<file path="src/rtl/mem_sorter.sv">
// In-place ascending bubble sorter that owns a single-read/single-write memory.
// Optional early exit on a swap-free pass: define MEM_SORTER_EARLY_EXIT_EN.
package mem_sorter_pkg;
  localparam int NUM_ROWS = 16;
  localparam int DATA_W   = 8;
  localparam int ADDR_W   = $clog2(NUM_ROWS);
  typedef logic [ADDR_W-1:0] t_addr;
  typedef logic [DATA_W-1:0] t_data;
endpackage

module mem_sorter
  import mem_sorter_pkg::*;
(
  input  logic       clk,
  input  logic       rst_n,
  input  logic       start,
  output logic       busy,
  output logic       done,
  output t_addr      rd_addr,
  input  t_data      rd_data,
  output logic       wr_en,
  output t_addr      wr_addr,
  output t_data      wr_data,
  output logic [2:0] dbg_state
);

  typedef enum logic [2:0] {
    S_IDLE  = 3'd0,
    S_LOAD  = 3'd1,
    S_CMP   = 3'd2,
    S_FLUSH = 3'd3,
    S_DONE  = 3'd4
  } state_t;

  state_t state_q, state_d;
  t_data  carry_q, carry_d;
  t_addr  idx_q, idx_d;
  t_addr  limit_q, limit_d;
  logic   dirty_q, dirty_d;
  logic   swapped_q, swapped_d;
  t_addr  wr_addr_q;
  t_data  wr_data_q;
  t_addr  idx_inc;

  assign idx_inc   = t_addr'(idx_q + 1'b1);
  assign busy      = (state_q == S_LOAD) || (state_q == S_CMP) || (state_q == S_FLUSH);
  assign done      = (state_q == S_DONE);
  assign dbg_state = state_q;

  // Start handshake: start is a request sampled only in IDLE/DONE; busy/done are
  // pure state decodes, so they change exactly at the edge that changes state.
  always_comb begin
    state_d   = state_q;
    carry_d   = carry_q;
    idx_d     = idx_q;
    limit_d   = limit_q;
    dirty_d   = dirty_q;
    swapped_d = swapped_q;
    rd_addr   = '0;
    wr_en     = 1'b0;
    wr_addr   = wr_addr_q;
    wr_data   = wr_data_q;
    case (state_q)
      S_IDLE, S_DONE: begin
        if (start) begin
          state_d = S_LOAD;
          limit_d = t_addr'(NUM_ROWS - 1);
        end
      end
      S_LOAD: begin
        carry_d   = rd_data;
        idx_d     = '0;
        dirty_d   = 1'b0;
        swapped_d = 1'b0;
        state_d   = S_CMP;
      end
      S_CMP: begin
        rd_addr = idx_inc;
        // carry holds the running maximum; dirty means its home slot is stale.
        if (carry_q > rd_data) begin
          wr_en     = 1'b1;
          wr_addr   = idx_q;
          wr_data   = rd_data;
          dirty_d   = 1'b1;
          swapped_d = 1'b1;
        end else begin
          if (dirty_q) begin
            wr_en   = 1'b1;
            wr_addr = idx_q;
            wr_data = carry_q;
          end
          carry_d = rd_data;
          dirty_d = 1'b0;
        end
        idx_d = idx_inc;
        if (idx_inc == limit_q) state_d = S_FLUSH;
      end
      S_FLUSH: begin
        rd_addr = idx_q;
        if (dirty_q) begin
          wr_en   = 1'b1;
          wr_addr = limit_q;
          wr_data = carry_q;
        end
        dirty_d = 1'b0;
        limit_d = t_addr'(limit_q - 1'b1);
        if (limit_q == t_addr'(1)) begin
          state_d = S_DONE;
        end else begin
`ifdef MEM_SORTER_EARLY_EXIT_EN
          state_d = swapped_q ? S_LOAD : S_DONE;
`else
          state_d = S_LOAD;
`endif
        end
      end
      default: state_d = S_IDLE;
    endcase
  end

  always_ff @(posedge clk or negedge rst_n) begin
    if (!rst_n) begin
      state_q   <= S_IDLE;
      carry_q   <= '0;
      idx_q     <= '0;
      limit_q   <= '0;
      dirty_q   <= 1'b0;
      swapped_q <= 1'b0;
      wr_addr_q <= '0;
      wr_data_q <= '0;
    end else begin
      state_q   <= state_d;
      carry_q   <= carry_d;
      idx_q     <= idx_d;
      limit_q   <= limit_d;
      dirty_q   <= dirty_d;
      swapped_q <= swapped_d;
      wr_addr_q <= wr_addr;
      wr_data_q <= wr_data;
    end
  end

endmodule

</file>
<file path="config.mk">
export PLATFORM = sky130hd
export DESIGN_NAME = mem_sorter
export DESIGN_NICKNAME = d
export VERILOG_FILES = /design/src/rtl/mem_sorter.sv
export SDC_FILE = /design/constraint.sdc
export NUM_CORES = 1
export LEC_CHECK = 0
export ABC_AREA = 1
export CAP_MARGIN = 20
export CORE_UTILIZATION = 49
export CTS_CLUSTER_DIAMETER = 60
export DETAILED_ROUTE_END_ITERATION = 6
export PLACE_DENSITY = 0.76
export SYNTH_ARGS = -nofsm -noshare
export SYNTH_HDL_FRONTEND = slang
export SYNTH_SLANG_ARGS = --single-unit
</file>
<file path="constraint.sdc">
create_clock -name clk -period 1.82 [get_ports clk]
set_clock_uncertainty 0.05 [all_clocks]
set_input_delay 0.364 -clock clk [delete_from_list [all_inputs] [get_ports clk]]
set_output_delay 0.364 -clock clk [all_outputs]
set_load 0.03 [all_outputs]
</file>
==> impl_metrics.tcl, run 1 <==
set metrics [dict create \
    ff2ff_path_depth 14 \
    antenna_left 0 \
    insertion_delay_ns 0.30 \
    wl_per_cell_um 16.78 \
    worst_slew_pin_slew_ns 0.4155 \
    clkTransAtPathRegs_ns 0.07 \
    relSlewSlack 0.7230 \
    crit_slowest_cell "dfrtp_1" \
    crit_required_ns 1.41 \
    wl_um 6813 \
    setup_ws_ns -0.6958 \
    hold_viol 0 \
    hold_path.class "in -> reg" \
    die_h_um 68.49 \
    initial_core_util 0.5263 \
    synthFlopType "dfrtp_1" \
    clk_path_buf_depth 2 \
    grt_usage 0.3068 \
    area_growth_pct 56.67 \
    route.detailed.drc 0 \
    drv_cap 0 \
    synth_top_area_frac 0.3697 \
    viasPerCell 5.727 \
    cp_max_fo 7 \
    core_mm2 0.004115 \
    final_area_mm2 0.003393 \
    post_dp_cell_area_mm2 0.002821 \
    grt_max_degree 33 \
    ys_async_sr_fraction 1.000 \
    drt_pass1_iterations 6 \
    slowest_delay_ns 0.41 \
    dieArea_mm2 0.004690 \
    yosys.area.top_type "dfrtp_1" \
    yosysUniqueCellTypes 36 \
    timing.fmax_mhz 397.5 \
    p_leak_nw 1.637 \
    antennaDiodeCount 0 \
    drive_above_1_share 0.4522 \
    grt_pass1_wl_um 10180 \
    hold_depth 3 \
    power_per_cell_area_mw_per_mm2 2141 \
    cts.htree.levels 2 \
    drt-initial-drc-count 303 \
    fin_util 0.8246 \
    finalSetupViolations 26 \
    avgSynthCellArea_um2 7.819 \
    die_x_um 68.49 \
    synth_edf_count 0 \
    antenna_found_initial 0 \
    crit_type "reg -> out" \
    synth_cells 277 \
    syn_area_mm2 0.002166 \
    violations "setup timing" \
    vias 2325 \
    rows 23 \
    outcome "complete, but fails checks" \
    cp.arrival_ns 2.10 \
    cts_tree "yes" \
    report.power.total_mw 7.264 \
    rsz0062_at_grt "true" \
    gp_congestion 0.8399 \
    root_buffer "clkbuf_8" \
    finalNetCount 377 \
    port_buffers 32 \
    synth_seq_cells 32 \
    overflow 0 \
    cts_made_buffers 5 \
    syn_nets 299 \
    min_period_ns 2.516 \
    grt_pass1_vias 2129 \
    ys_warn_count 0 \
    synthTopCellsByArea "dfrtp_1, nand2_1, nand3_1" \
    crit_chain "ha_4 > a21oi_2 > nor2_1 > nor2_2 > nand2_4 > buf_12 > nand2_4 > nand3_1 > nand3b_1 > buf_6" \
    clock_sinks 32 \
    end_kind "output pin" \
    seq_area_frac_synth 0.3697 \
    ir_drop_mv 1.364 \
    period_share 1.382 \
    yosysMostFrequentCell "nand2_1" \
    ys_top_cells_by_count "nand2_1, nand3_1, inv_1" \
    maxSlewViolCount 0 \
    cpMostUsedCell "nand2_4" \
    hpwlAfterDp_um 4009 \
    cp-start-kind "flop" \
    io_pins 33 \
]
## critical path: cells and delay by family, from the launching register on
family                     cells  cell delay [ns]
buffers and inverters          2             0.29
AOI/OAI and AO/OA              1             0.12
and+or+nand+nor                6             0.71
adders and majority gates      1             0.27
DFF                            1             0.41
## layout make-up
type	count	area (um^2)
multi-input cells	203	1605
clock buffers	8	90.09
flip-flops and latches	32	805.8
fillers	238	721.9
inverters	38	145.1
repair buffers	75	684.4
well taps	50	62.56
## metal layers
layer | wire, um | global-route usage
met3 | 524 | 0.07167
met4 | 191 | 0.1615
met1 | 2818 | 0.3979
met2 | 3279 | 0.4694
met5 | 0 | 0
## power by group
part / total, mW / internal (mW) / switching (mW)
clock: 0.591 / 0.309 / 0.282
sequential: 1.30 / 1.03 / 0.274
combinational: 5.37 / 2.24 / 3.13
total: 7.26 / 3.58 / 3.68
## flip-flops by register name (all words and copies together) (netlist names)
signal / count
idx_q: 4
dirty_q: 1
dbg_state: 3
limit_q: 4
carry_q: 8
wr_data_q: 8
wr_addr_q: 4
## path summary, 6_finish.rpt
path / slack [ns] / to / start
min in group asynchronous: 0.41 / dbg_state[2] / rst_n
max in group asynchronous: 0.98 / idx_q[2] / rst_n
max: -0.70 / wr_data[7] / carry_q[5]
max reg2reg: -0.18 / carry_q[2] / carry_q[3]
min reg2reg: 0.50 / limit_q[3] / limit_q[3]
min: 0.38 / carry_q[5] / rd_data[5]
## metrics by stage
stage,TNS [ns],setup slack (ns),instances,hold WS [ns]
finish,-9.617,-0.6958,406,0.3751
global route,-11.61,-0.7668,406,0.3986
CTS,-8.739,-0.6541,402,0.3696
detailed placement,-21.01,-0.8882,381,0.4681
global placement,-19.98,-0.8556,381,0.4593
floorplan,-2.470,-0.2428,277,0.01841
## cells by family after synthesis
kind of cell | synth area share
simple gates | 0.3443
buf+inv | 0.09589
compound gates | 0.09590
flops | 0.3697
fa+ha+maj | 0.06355
mux | 0.01849
xor+xnor | 0.01213
## layout by cell type, fill, tap and decap left out, drive strengths merged
cell / n
or2: 6
dlygate4sd2: 11
dfrtp: 32
a211oi: 1
xor2: 2
clkbuf: 8
nand3b: 4
buf: 62
nand3: 39
nor2: 12
nor3: 1
o211ai: 2
nand2: 80
inv: 37
a21oi: 4
xnor2: 1
nand4: 4
o22ai: 3
a21o: 1
or4: 1
a22o: 1
clkdlybuf4s50: 2
mux2i: 4
o21ai: 26
clkinv: 1
ha: 11
## repair_timing
| action | CTS | global route |
|---|---|---|
| endpoints found under the setup margin | 43 | 36 |
| gates resized for setup | 66 | 25 |
| cloned | 3 | 0 |
| buffers inserted | 11 | 4 |
| hold buffers | 0 | 0 |
| pin swaps | 24 | 23 |
Power figures use the tool's default switching activity.
==> inputs of run 2 (changes only) <==
- CAP_MARGIN: 20 -> default
==> results of run 2 <==
The final DEF is identical to that of run 1; final timing and power are the same.
==> inputs of run 3 (changes only) <==
- CORE_UTILIZATION: 49 -> 54
- PLACE_DENSITY: 0.76 -> 0.8
- clock period: 1.82 -> 2.35 ns (I/O delays scaled with it)
==> impl_metrics.tcl, run 3 (synthesis results as in run 1) <==
set metrics [dict create \
    die_h_um 65.33 \
    violations "setup timing" \
    nFillCells 226 \
    route.detailed.drc 0 \
    crit_type "in -> out" \
    dr.max_layer_used "met4" \
    cp.arrival_ns 2.09 \
    reg.largest.list "carry_q (8), wr_data_q (8)" \
    end_kind "output pin" \
    wl_um 6029 \
    hpwlAfterDp_um 3601 \
    clkTransAtPathRegs_ns 0.07 \
    wl_met1_um 2644 \
    postCtsHoldBufs 0 \
    hold_viol 0 \
    p_leak_nw 1.532 \
    antenna_left 0 \
    ir_drop_mv 1.297 \
    post_dp_cell_area_mm2 0.002566 \
    cts.htree.levels 2 \
    antenna_found_initial 0 \
    dieArea_mm2 0.004268 \
    setup_ws_ns -0.2592 \
    power_per_cell_area_mw_per_mm2 1660 \
    hp-start "rd_data[5]" \
    crit_slowest_cell "ha_4" \
    timing.fmax_mhz 383.3 \
    hold_path.class "in -> reg" \
    gp_congestion 0.8929 \
    final_area_mm2 0.003097 \
    final_cell_mix "nand2_1, buf_4, dfrtp_1, inv_1, o21ai_0" \
    worst_slew_pin_slew_ns 0.3696 \
    drt_pass1_iterations 5 \
    final_common_cell "nand2_1" \
    crit_chain "clkdlybuf4s15_1 > inv_2 > ha_4 > a21o_1 > nor2_2 > nand2_4 > buf_4 > nand2_8 > nand3_2 > nand3b_1 > buf_6" \
    grt_pass1_wl_um 9639 \
    dr_wl_met2_um 2751 \
    finalSetupViolations 13 \
    die_x_um 65.33 \
    fin_cells 390 \
    cts_made_buffers 5 \
    grt_max_degree 33 \
    met3_length_um 388 \
    dpl.cell_count 367 \
    relSlewSlack 0.7466 \
    area_growth_pct 42.98 \
    cts_tree "yes" \
    hold_slack_ns 0.3706 \
    slowest_delay_ns 0.25 \
    root_buffer "clkbuf_8" \
    clock_sinks 32 \
    rsz0062_at_grt "true" \
    r2r_slack_ns 0.24 \
    grt_pass1_vias 2059 \
    port_buffers 32 \
    finalNetCount 363 \
    cp-start-kind "primary input" \
    initial_core_util 0.5785 \
    drt-initial-drc-count 190 \
    antennaDiodeCount 0 \
    outcome "complete, but fails checks" \
    report.power.total_mw 5.140 \
    crit_required_ns 1.83 \
    drive_above_1_share 0.3596 \
    rows 22 \
    overflow 0 \
    io_pins 33 \
    core_mm2 0.003744 \
    clk_path_buf_depth 2 \
    reg2reg_from "carry_q[6]" \
    drv_cap 0 \
    period_share 1.110 \
    seq_area_um2 802.0 \
    grt_usage 0.3057 \
    min_period_ns 2.609 \
    insertion_delay_ns 0.29 \
    fin_util 0.8272 \
    vias 2167 \
    crit_path_start "rd_data[7]" \
    wl_per_cell_um 15.46 \
    maxSlewViolCount 0 \
    multi_input_area_mm2 0.001383 \
    cp_max_fo 7 \
    viasPerCell 5.556 \
]
## run 3: cell count changes in the layout (fill, tap and decap cells not counted), sizes merged
cell           before  now
buf                62   48
dlygate4sd2        11    3
clkdlybuf4s15       0    5
dlymetal6s2s        0    1
nand4               4    3
bufinv              0    1
nand2              80   79
clkdlybuf4s50       2    5
## run 3: metal layers
metal  up-vias  track usage
met4         0       0.1495
met1       995       0.3980
met2       101       0.4768
met5         -            0
met3        32      0.06771
li1       1039            -
## run 3: power breakdown
| part | total, mW | switching [mW] | internal, mW | leakage, nW |
|---|---|---|---|---|
| clock | 0.584 | 0.210 | 0.374 | 0.0645 |
| combinational | 3.54 | 2.11 | 1.43 | 1.08 |
| sequential | 1.02 | 0.222 | 0.794 | 0.392 |
## run 3: worst paths after layout
kind	endpoint	depth (start not counted)
min in group asynchronous	dbg_state[1]	2
hold reg to reg	wr_data_q[6]	2
setup reg to reg	carry_q[7]	12
hold / removal	carry_q[5]	3
setup / recovery	wr_data[7]	11
max in group asynchronous	carry_q[7]	2
## run 3: layout make-up
type / instances / share of cell area
clock buffer: 7 / 0.03111
tap: 48 / 0.01939
multi-input combinational: 201 / 0.4465
inverter: 38 / 0.04606
clock inverter: 1 / 0.009697
timing repair buffer: 63 / 0.1883
sequential: 32 / 0.2590
## run 3: critical path, delay by kind of cell
kind | cells | cell delay [ns]
simple gates | 5 | 0.61
buf+inv | 4 | 0.58
fa+ha+maj | 1 | 0.25
compound gates | 1 | 0.18
## run 3: per-stage QoR
| stage | setup TNS, ns | setup slack, ns |
|---|---|---|
| after global placement | -7.008 | -0.5798 |
| after detailed placement | -7.452 | -0.5731 |
| after global routing | -3.678 | -0.3365 |
| after floorplan | 0 | 0.03795 |
| after CTS | -2.108 | -0.2143 |
| final | -2.605 | -0.2592 |
## run 3: repair_timing
action                                  in CTS  in global routing
gates resized for setup                     65                 13
pin swaps                                   30                 17
endpoints found under the setup margin      14                 14
endpoints found under the hold margin        0                  0
buffers inserted                            10                  4
cloned                                       1                  0
